==> config.mk <==
export PLATFORM = sky130hd
export DESIGN_NAME = mem_bit_sender
export DESIGN_NICKNAME = d
export VERILOG_FILES = /design/src/rtl/mem_bit_sender.sv
export SDC_FILE = /design/constraint.sdc
export NUM_CORES = 1
export LEC_CHECK = 0
export ABC_AREA = 1
export CAP_MARGIN = 10
export CORE_AREA = 2 2 98 100
export CTS_BUF_LIST = sky130_fd_sc_hd__clkbuf_2 sky130_fd_sc_hd__clkbuf_4 sky130_fd_sc_hd__clkbuf_8
export DETAILED_ROUTE_END_ITERATION = 6
export DIE_AREA = 0 0 100 102
export GPL_TIMING_DRIVEN = 0
export PLACE_DENSITY = 0.61
export SYNTH_ARGS = -nofsm -noshare
export SYNTH_HDL_FRONTEND = slang
export SYNTH_SLANG_ARGS = --single-unit
export TNS_END_PERCENT = 30
==> constraint.sdc <==
create_clock -name clk -period 2.45 [get_ports clk]
set_clock_uncertainty 0.05 [all_clocks]
set_input_delay 0.6125 -clock clk [delete_from_list [all_inputs] [get_ports clk]]
set_output_delay 0.6125 -clock clk [all_outputs]
set_load 0.03 [all_outputs]
==> src/rtl/mem_bit_sender.sv <==
// Dumps a range of words from a registered-read memory as a serial bit stream,
// LSB first, with a one-cycle bitRdy strobe per bit and a done pulse at the end.
module mem_bit_sender #(
  parameter int ADDR_W = 10,
  parameter int DATA_W = 32
) (
  input  logic              clk,
  input  logic              reset,
  input  logic              start,
  input  logic [ADDR_W-1:0] baseAddr,
  input  logic [ADDR_W:0]   wordCount,
  input  logic              pause,
  output logic [ADDR_W-1:0] memAddr,
  output logic              memRd,
  input  logic [DATA_W-1:0] memData,
  output logic              ser_bit,
  output logic              bitRdy,
  output logic              busy,
  output logic              done
);

  localparam logic [2:0] S_IDLE   = 3'd0;
  localparam logic [2:0] S_FETCH  = 3'd1;
  localparam logic [2:0] S_LOAD   = 3'd2;
  localparam logic [2:0] S_SETUP  = 3'd3;
  localparam logic [2:0] S_STROBE = 3'd4;
  localparam logic [2:0] S_DONE   = 3'd5;

  localparam int              IDX_W    = (DATA_W > 1) ? $clog2(DATA_W) : 1;
  localparam logic [IDX_W-1:0] IDX_LAST = IDX_W'(DATA_W - 1);

  logic [2:0]        state;
  logic [ADDR_W-1:0] addr_q;
  logic [ADDR_W:0]   count_q;
  logic [IDX_W-1:0]  idx_q;
  logic [DATA_W-1:0] shift_q;
  logic              last_bit_q;

  // NOTE: sequential state uses non-blocking assignments only, so every register
  // in this block sees the pre-edge values of the others regardless of order.
  always_ff @(posedge clk or posedge reset) begin
    if (reset) begin
      // NOTE: the shift register is reset too, so no stale word can leak onto
      // the serial line after an aborted dump.
      state      <= S_IDLE;
      addr_q     <= '0;
      count_q    <= '0;
      idx_q      <= '0;
      shift_q    <= '0;
      last_bit_q <= 1'b0;
    end else begin
      case (state)
        S_IDLE: begin
          if (start) begin
            addr_q  <= baseAddr;
            count_q <= wordCount;
            state   <= (wordCount != '0) ? S_FETCH : S_DONE;
          end
        end
        S_FETCH: state <= S_LOAD;
        S_LOAD: begin
          shift_q <= memData;
          idx_q   <= '0;
          state   <= S_SETUP;
        end
        S_SETUP: begin
          if (!pause) state <= S_STROBE;
        end
        S_STROBE: begin
          // Remember the strobed bit so the line holds it between words.
          last_bit_q <= shift_q[0];
          shift_q    <= shift_q >> 1;
          idx_q      <= idx_q + 1'b1;
          if (idx_q == IDX_LAST) begin
            addr_q  <= addr_q + 1'b1;
            count_q <= count_q - 1'b1;
            state   <= (count_q != (ADDR_W+1)'(1)) ? S_FETCH : S_DONE;
          end else begin
            state <= S_SETUP;
          end
        end
        S_DONE:  state <= S_IDLE;
        default: state <= S_IDLE;
      endcase
    end
  end

  always_comb begin
    memAddr = addr_q;
    memRd   = (state == S_FETCH);
    bitRdy  = (state == S_STROBE);
    busy    = (state != S_IDLE);
    done    = (state == S_DONE);
    ser_bit = (state == S_SETUP || state == S_STROBE) ? shift_q[0] : last_bit_q;
  end

endmodule

Word-level counts from Yosys, hierarchy flattened

Index checks and enable logic that the tools add are counted.

Output and inout port bits: 15
Logic and storage cells: 42
Register bits after elaboration: 62
Bits of input ports: 57

Reductions and logical operators: 8
Add/sub/neg operators: 3
Mux-type cells: 15
Equal/unequal tests: 10

Operator list:

| operator                                                             | number |
|---|---|
| 32-bit case mux with 2 select lines                                  | 1 |
| 11-bit two-way mux                                                   | 2 |
| 11-bit case mux with 2 select lines                                  | 1 |
| 10-bit two-way mux                                                   | 2 |
| 10-bit case mux with 2 select lines                                  | 1 |
| 3-bit two-way mux                                                    | 5 |
| 3-bit case mux with 5 select lines                                   | 1 |
| 11-bit by 1-bit != test with 1-bit output, second input constant     | 1 |
| 11-bit nonzero test                                                  | 1 |
| 11-bit by 1-bit subtractor with 11-bit output, second input constant | 1 |
| 10-bit by 1-bit adder with 10-bit output, second input constant      | 1 |
| 5-bit case mux with 2 select lines                                   | 1 |
| 3-bit by 2-bit == test with 1-bit output, second input constant      | 2 |
| 3-bit == test, second input constant                                 | 2 |
| 5-bit by 1-bit adder with 5-bit output, second input constant        | 1 |
| 5-bit == test, second input constant                                 | 1 |
| 2-bit != test, second input constant                                 | 2 |
| 2-bit nonzero test                                                   | 2 |
| 3-bit by 1-bit == test with 1-bit output, second input constant      | 1 |
| 3-bit zero test                                                      | 1 |
| 3-bit AND reduction                                                  | 1 |
| 3-bit nonzero test                                                   | 1 |
| 2-bit by 1-bit != test with 1-bit output, second input constant      | 1 |
| 2-bit AND reduction                                                  | 1 |
| other kinds (2)                                                      | 2 |

Longest topological paths before layout

Depth after elaboration: 4
Mapped depth: 11
Mapped depth without buffers: 10

Least setup slack after synthesis

No wires, ideal clock.

Path type: register to output
From: reg state[1]
To: out ser_bit
Path buffers: 1
Required time: 1788 ps
Setup slack: 210 ps
Stages on the path, launching flop included: 6
Arrival time: 1578 ps
Cell sequence: dfrtp_1 nor2_4 nand2_4 buf_2 nand2_1 o21ai_0

Longest elaborated chain between the ends: 3
Elaborated cells between the ends (all ways): 4
Classes of those cells: 2 x eq/ne; 1 x mux; 1 x reduce/logical

Ends and longest elaborated chain:

| what                                                                      | line | RTL |
|---|---|---|
| start, declared                                                           | 32   | `logic [2:0] state;` |
| start signal, assigned                                                    | 57   | `state <= (wordCount != '0) ? S_FETCH : S_DONE;` |
| start signal, assigned                                                    | 77   | `state <= (count_q != (ADDR_W+1)'(1)) ? S_FETCH : S_DONE;` |
| 3-bit by 2-bit == test with 1-bit output or 3-bit == test (tied branches) | 94   | `ser_bit = (state == S_SETUP \|\| state == S_STROBE) ? shift_q[0] : last_bit_q;` |
| 1-bit logical OR (*)                                                      | 94   |  |
| 1-bit two-way mux (*)                                                     | 94   |  |
| end, declared                                                             | 16   | `output logic ser_bit,` |

Mark *: on every way between the ends. The rest lies on a longest branch, timed or not.

Worst setup path after layout

From: reg state[0]
To: out done

Longest elaborated chain between the ends: 1

Ends and longest elaborated chain:

| what          | line | RTL |
|---|---|---|
| 3-bit == test | 93   | `done = (state == S_DONE);` |
| end, declared | 19   | `output logic done` |

Every way passes these cells.

==> results.md <==
- The total overflow reported by the global router is 0.
- Among all stages on the critical path, the largest delay is contributed by sky130_fd_sc_hd__dfrtp_1.
- The placed wire-length estimate is about 6700 um.
- The first-pass detailed-route iteration total is 4.
- The class of the tightest hold or removal check is flip-flop to flip-flop.
- By area the synthesized netlist is led by sky130_fd_sc_hd__dfrtp_1, sky130_fd_sc_hd__nand2_1, sky130_fd_sc_hd__nor2_1, sky130_fd_sc_hd__nand3_1, sky130_fd_sc_hd__o21ai_0.
- For this run, the number of Yosys warnings is 0.
- The initial standard-cell utilization of the core is approximately two fifths.
- The final number of max-transition violations is 0.
- The most area-hungry cell type in the Yosys netlist is sky130_fd_sc_hd__dfrtp_1.
- Setup total negative slack on the finished layout was measured at 0 ns.
- The number of enable flip-flop cells after synthesis is 0.
- The region available for standard cell placement spans 9110 um^2.
- The number of standard cells after synthesis is ~480.
- The later pin in the worst-skew pair is clocked with a latency of approximately 0.35 ns.
- The clock tree root driver cell is sky130_fd_sc_hd__clkbuf_8.
- The port buffer count is slightly above 70.
- The type of origin of the critical path is a flip-flop.
- The power density relative to cell area is roughly 1200 nW/um^2.
- At the end of routability-driven placement, the weighted congestion stood at a little under 0.9.
- In the synthesized netlist the dominant register cell turns out to be sky130_fd_sc_hd__dfrtp_1.
- The clock transition at the register clock pins on the worst setup and hold paths after CTS is 0.07 ns.
- The TritonCTS sink count is 62.
- Summed over all cells, the static leakage comes to around 2.1 nW.
- The maximum number of pins on one net before global-route repair is 40.
- Counting I/O delays and the setup requirement, the final critical path takes ~2.4 ns.
- The floorplan step defined a die boundary enclosing approximately 10000 um^2.
- TritonCTS built the clock tree.
- The remaining routing DRC violations is 0.
- The post-route core utilization is roughly half.
- The proportion of synthesized chip area in sequential cells is a little over two fifths.
- The number of max-cap violations is 0.
- The number of nets handed over by synthesis was about 550.
- The signal on the critical path passes through inv_2 -> buf_4 -> nor3_1 -> clkdlybuf4s15_1.
- The maximum fanout count along the critical path is 3.
- Of the total synthesized cell area, the portion taken by XOR and XNOR cells is less than 1%.
- The fmax is ~420 MHz.
- After synthesis, the share of flip-flops with an asynchronous set or reset is 100%.
- In the final design database the tool counted roughly 630 nets.
- The cell depth of the worst flop-to-flop path is 8.
- The critical path in this run is classified as flip-flop to output port.
- The via count of the first global-routing pass is ~3300.
- The wire length per cell after detailed routing is 13.4 um.
- The data arrival time of the critical path is 1.74 ns.
- Setup violations remaining at the end of the flow were counted as 0.
- On the worst path, the slowest cell contributes a delay of 0.43 ns.
- The fraction of layout cells with a size suffix above 1 is roughly a tenth.
- VDD sags by at most 0.000452 V.
- The flip-flop and latch count after synthesis is 62.
- The area share of fa/ha/maj cells after synthesis is ~1.8%.
- The worst-case clock buffer depth is 2.
- The run finished with clean final reports.
- The number of CTS-inserted buffers is 9.
- The simple-gate share of the synthesized area is between 30% and 40%.
- For the pin with the worst max-slew slack, the measured transition is 0.556 ns.
- The number of H-tree levels is 3.
- Of the post-synthesis cell area, the part taken by muxes is 0%.
- The repair_antennas step left the layout with diodes totalling 0.
- Summing over every cut layer, the via total after detailed routing is around 3400.
- The initial antenna violation count is 0.
- The distinct cell type count of the synthesized netlist is 34.
- The finished layout holds between 600 and 700 standard cells, fillers aside.
- The global-route wire length before repair is ~15000 um.
- Counting instances, the worst hold path has a depth of 2.
- A synthesized cell averages ~7.4 um^2.
- Data on the critical path is required at its endpoint by around 1.8 ns.
- By area, the combinational part of the netlist is dominated by simple AND/OR/NAND/NOR gates.
- The floorplan step set the die width to around 100 um.
- The area share of the leading cell type in the synthesized netlist is around 43%.
- Summing the areas of all compound-gate instances in the mapped netlist gives between 10% and 20% of the synthesized area.
- The number of hold-slack violations in the final timing report came to 0.
- The vertical extent of the die is 102 um.
- The worst slew slack as a fraction of its limit is between 60% and 70%.
- After the first detailed-routing iteration, the DRC count stood at 98.
- The worst hold margin is between 0.4 and 0.5 ns.
- Pin placement for this block handled 72 I/O pins.
- The worst path uses ~98% of the clock period.
- The total of hold buffers inserted after clock tree synthesis is 0.
- The area growth from synthesis to layout is 30.0%.
- For this run, the total global-route usage over all layers was measured as between 10% and 20%.
- The nature of the critical path endpoint is an output port.
- After detailed routing, the number of vias per cell comes to 4.96.
- The final layout contains routed wiring with a total length of about 9000 um.
- Total power for the finished layout comes to between 5 and 6 mW.
- The placed instance count is between 600 and 700.
- In this run the remaining antenna-violating nets after routing total 0.
- The synthesized cell area is between 3000 and 4000 um^2.
- The standard-cell row count is 35.
- Setup repair after global routing left no endpoint under its margin.
-- cells in the mapped netlist (all sizes together), types with 4 or more instances --
cell type  instances
dfrtp             62
nand2            103
clkbuf             8
o21ai             83
a21oi              5
nor3               4
nand3             58
ha                 5
nor2              86
buf               16
inv               37
-- final cells by class --
| type | count | area, um^2 |
|---|---|---|
| fill | 925 | 4470 |
| clock buffer | 13 | 173 |
| inverter | 37 | 139 |
| buffer | 22 | 139 |
| timing repair buffer | 75 | 751 |
| multi-input combinational | 360 | 1730 |
| sequential | 62 | 1550 |
| tap | 111 | 139 |
| clock inverter | 3 | 17.5 |
-- routing by layer --
metal | vias up | global-route usage, % | part of all wire (%)
met5 | - | 0 | 0
met4 | 0 | 6.64 | 1.5
met3 | 9 | 4.17 | 5.4
met2 | 91 | 32.0 | 45
met1 | 1535 | 25.0 | 48
li1 | 1752 | - | -
-- cells in the final DEF, fill, tap and decap left out, types with 2 or more instances in the layout --
master and instances:
sky130_fd_sc_hd__nor2_1 80, sky130_fd_sc_hd__nand2_2 4, sky130_fd_sc_hd__inv_1 32, sky130_fd_sc_hd__nand3_1 56
sky130_fd_sc_hd__o22ai_1 2, sky130_fd_sc_hd__nor3_1 4, sky130_fd_sc_hd__buf_2 5, sky130_fd_sc_hd__dfrtp_1 60
sky130_fd_sc_hd__nand4_1 3, sky130_fd_sc_hd__clkbuf_8 12, sky130_fd_sc_hd__clkbuf_1 7, sky130_fd_sc_hd__dfrtp_2 2
sky130_fd_sc_hd__nand2_1 97, sky130_fd_sc_hd__clkdlybuf4s15_1 3, sky130_fd_sc_hd__inv_2 5, sky130_fd_sc_hd__clkinv_2 2
sky130_fd_sc_hd__nand2_4 2, sky130_fd_sc_hd__ha_1 5, sky130_fd_sc_hd__buf_6 2, sky130_fd_sc_hd__clkdlybuf4s50_1 67
sky130_fd_sc_hd__a21oi_1 4, sky130_fd_sc_hd__nand3b_1 3, sky130_fd_sc_hd__buf_4 10, sky130_fd_sc_hd__nor2_2 4
sky130_fd_sc_hd__o21a_1 2, sky130_fd_sc_hd__o21ai_0 51, sky130_fd_sc_hd__o21ai_1 32
-- state kept, by name, indices dropped and copies added, names as in the netlist --
| signal | cells |
|---|---|
| shift_q | 32 |
| memAddr | 10 |
| state | 3 |
| last_bit_q | 1 |
| idx_q | 5 |
| count_q | 11 |
-- path summary, 6_finish.rpt --
kind                                to  slack [ns]         from
min reg2reg                count_q[10]        0.43  count_q[10]
min                        count_q[10]        0.43  count_q[10]
min in group asynchronous  shift_q[21]        0.58        reset
max                               done        0.05     state[0]
max in group asynchronous     state[2]        1.14        reset
max reg2reg                 count_q[1]        0.57     idx_q[0]
-- repair_timing --
item | CTS | global route
pin swaps | 0 | 1
cloned | 0 | 0
gates resized for setup | 13 | 4
setup endpoints to repair | 4 | 4
buffers inserted | 0 | 3
-- metrics by stage --
| stage | instance area [um^2] | setup WS, ns |
|---|---|---|
| 2_1_floorplan | 3570 | 0.210 |
| 3_3_place_gp | 4420 | -1.02 |
| 3_5_place_dp | 4440 | -0.311 |
| 4_1_cts | 4630 | -0.115 |
| 5_1_grt | 4640 | 0.000847 |
| 6_report | 4640 | 0.0503 |
-- logic make-up after synthesis --
family,after synthesis
adder cells (fa/ha/maj),5
flip-flops,62
buffers and inverters,61
AND/OR/NAND/NOR,259
XOR/XNOR,2
AO/OA/AOI/OAI,94
-- worst max-delay path: cells and delay by family, from the launching register on --
kind,cells,cell delay [ns]
simple gates,1,0.34
buf+inv,3,0.63
flops,1,0.43
-- power breakdown --
group | switching [mW] | internal (mW)
combinational | 1.71 | 1.10
sequential | 0.388 | 1.53
clock | 0.408 | 0.458
total | 2.50 | 3.09
Power figures use the tool's default switching activity.
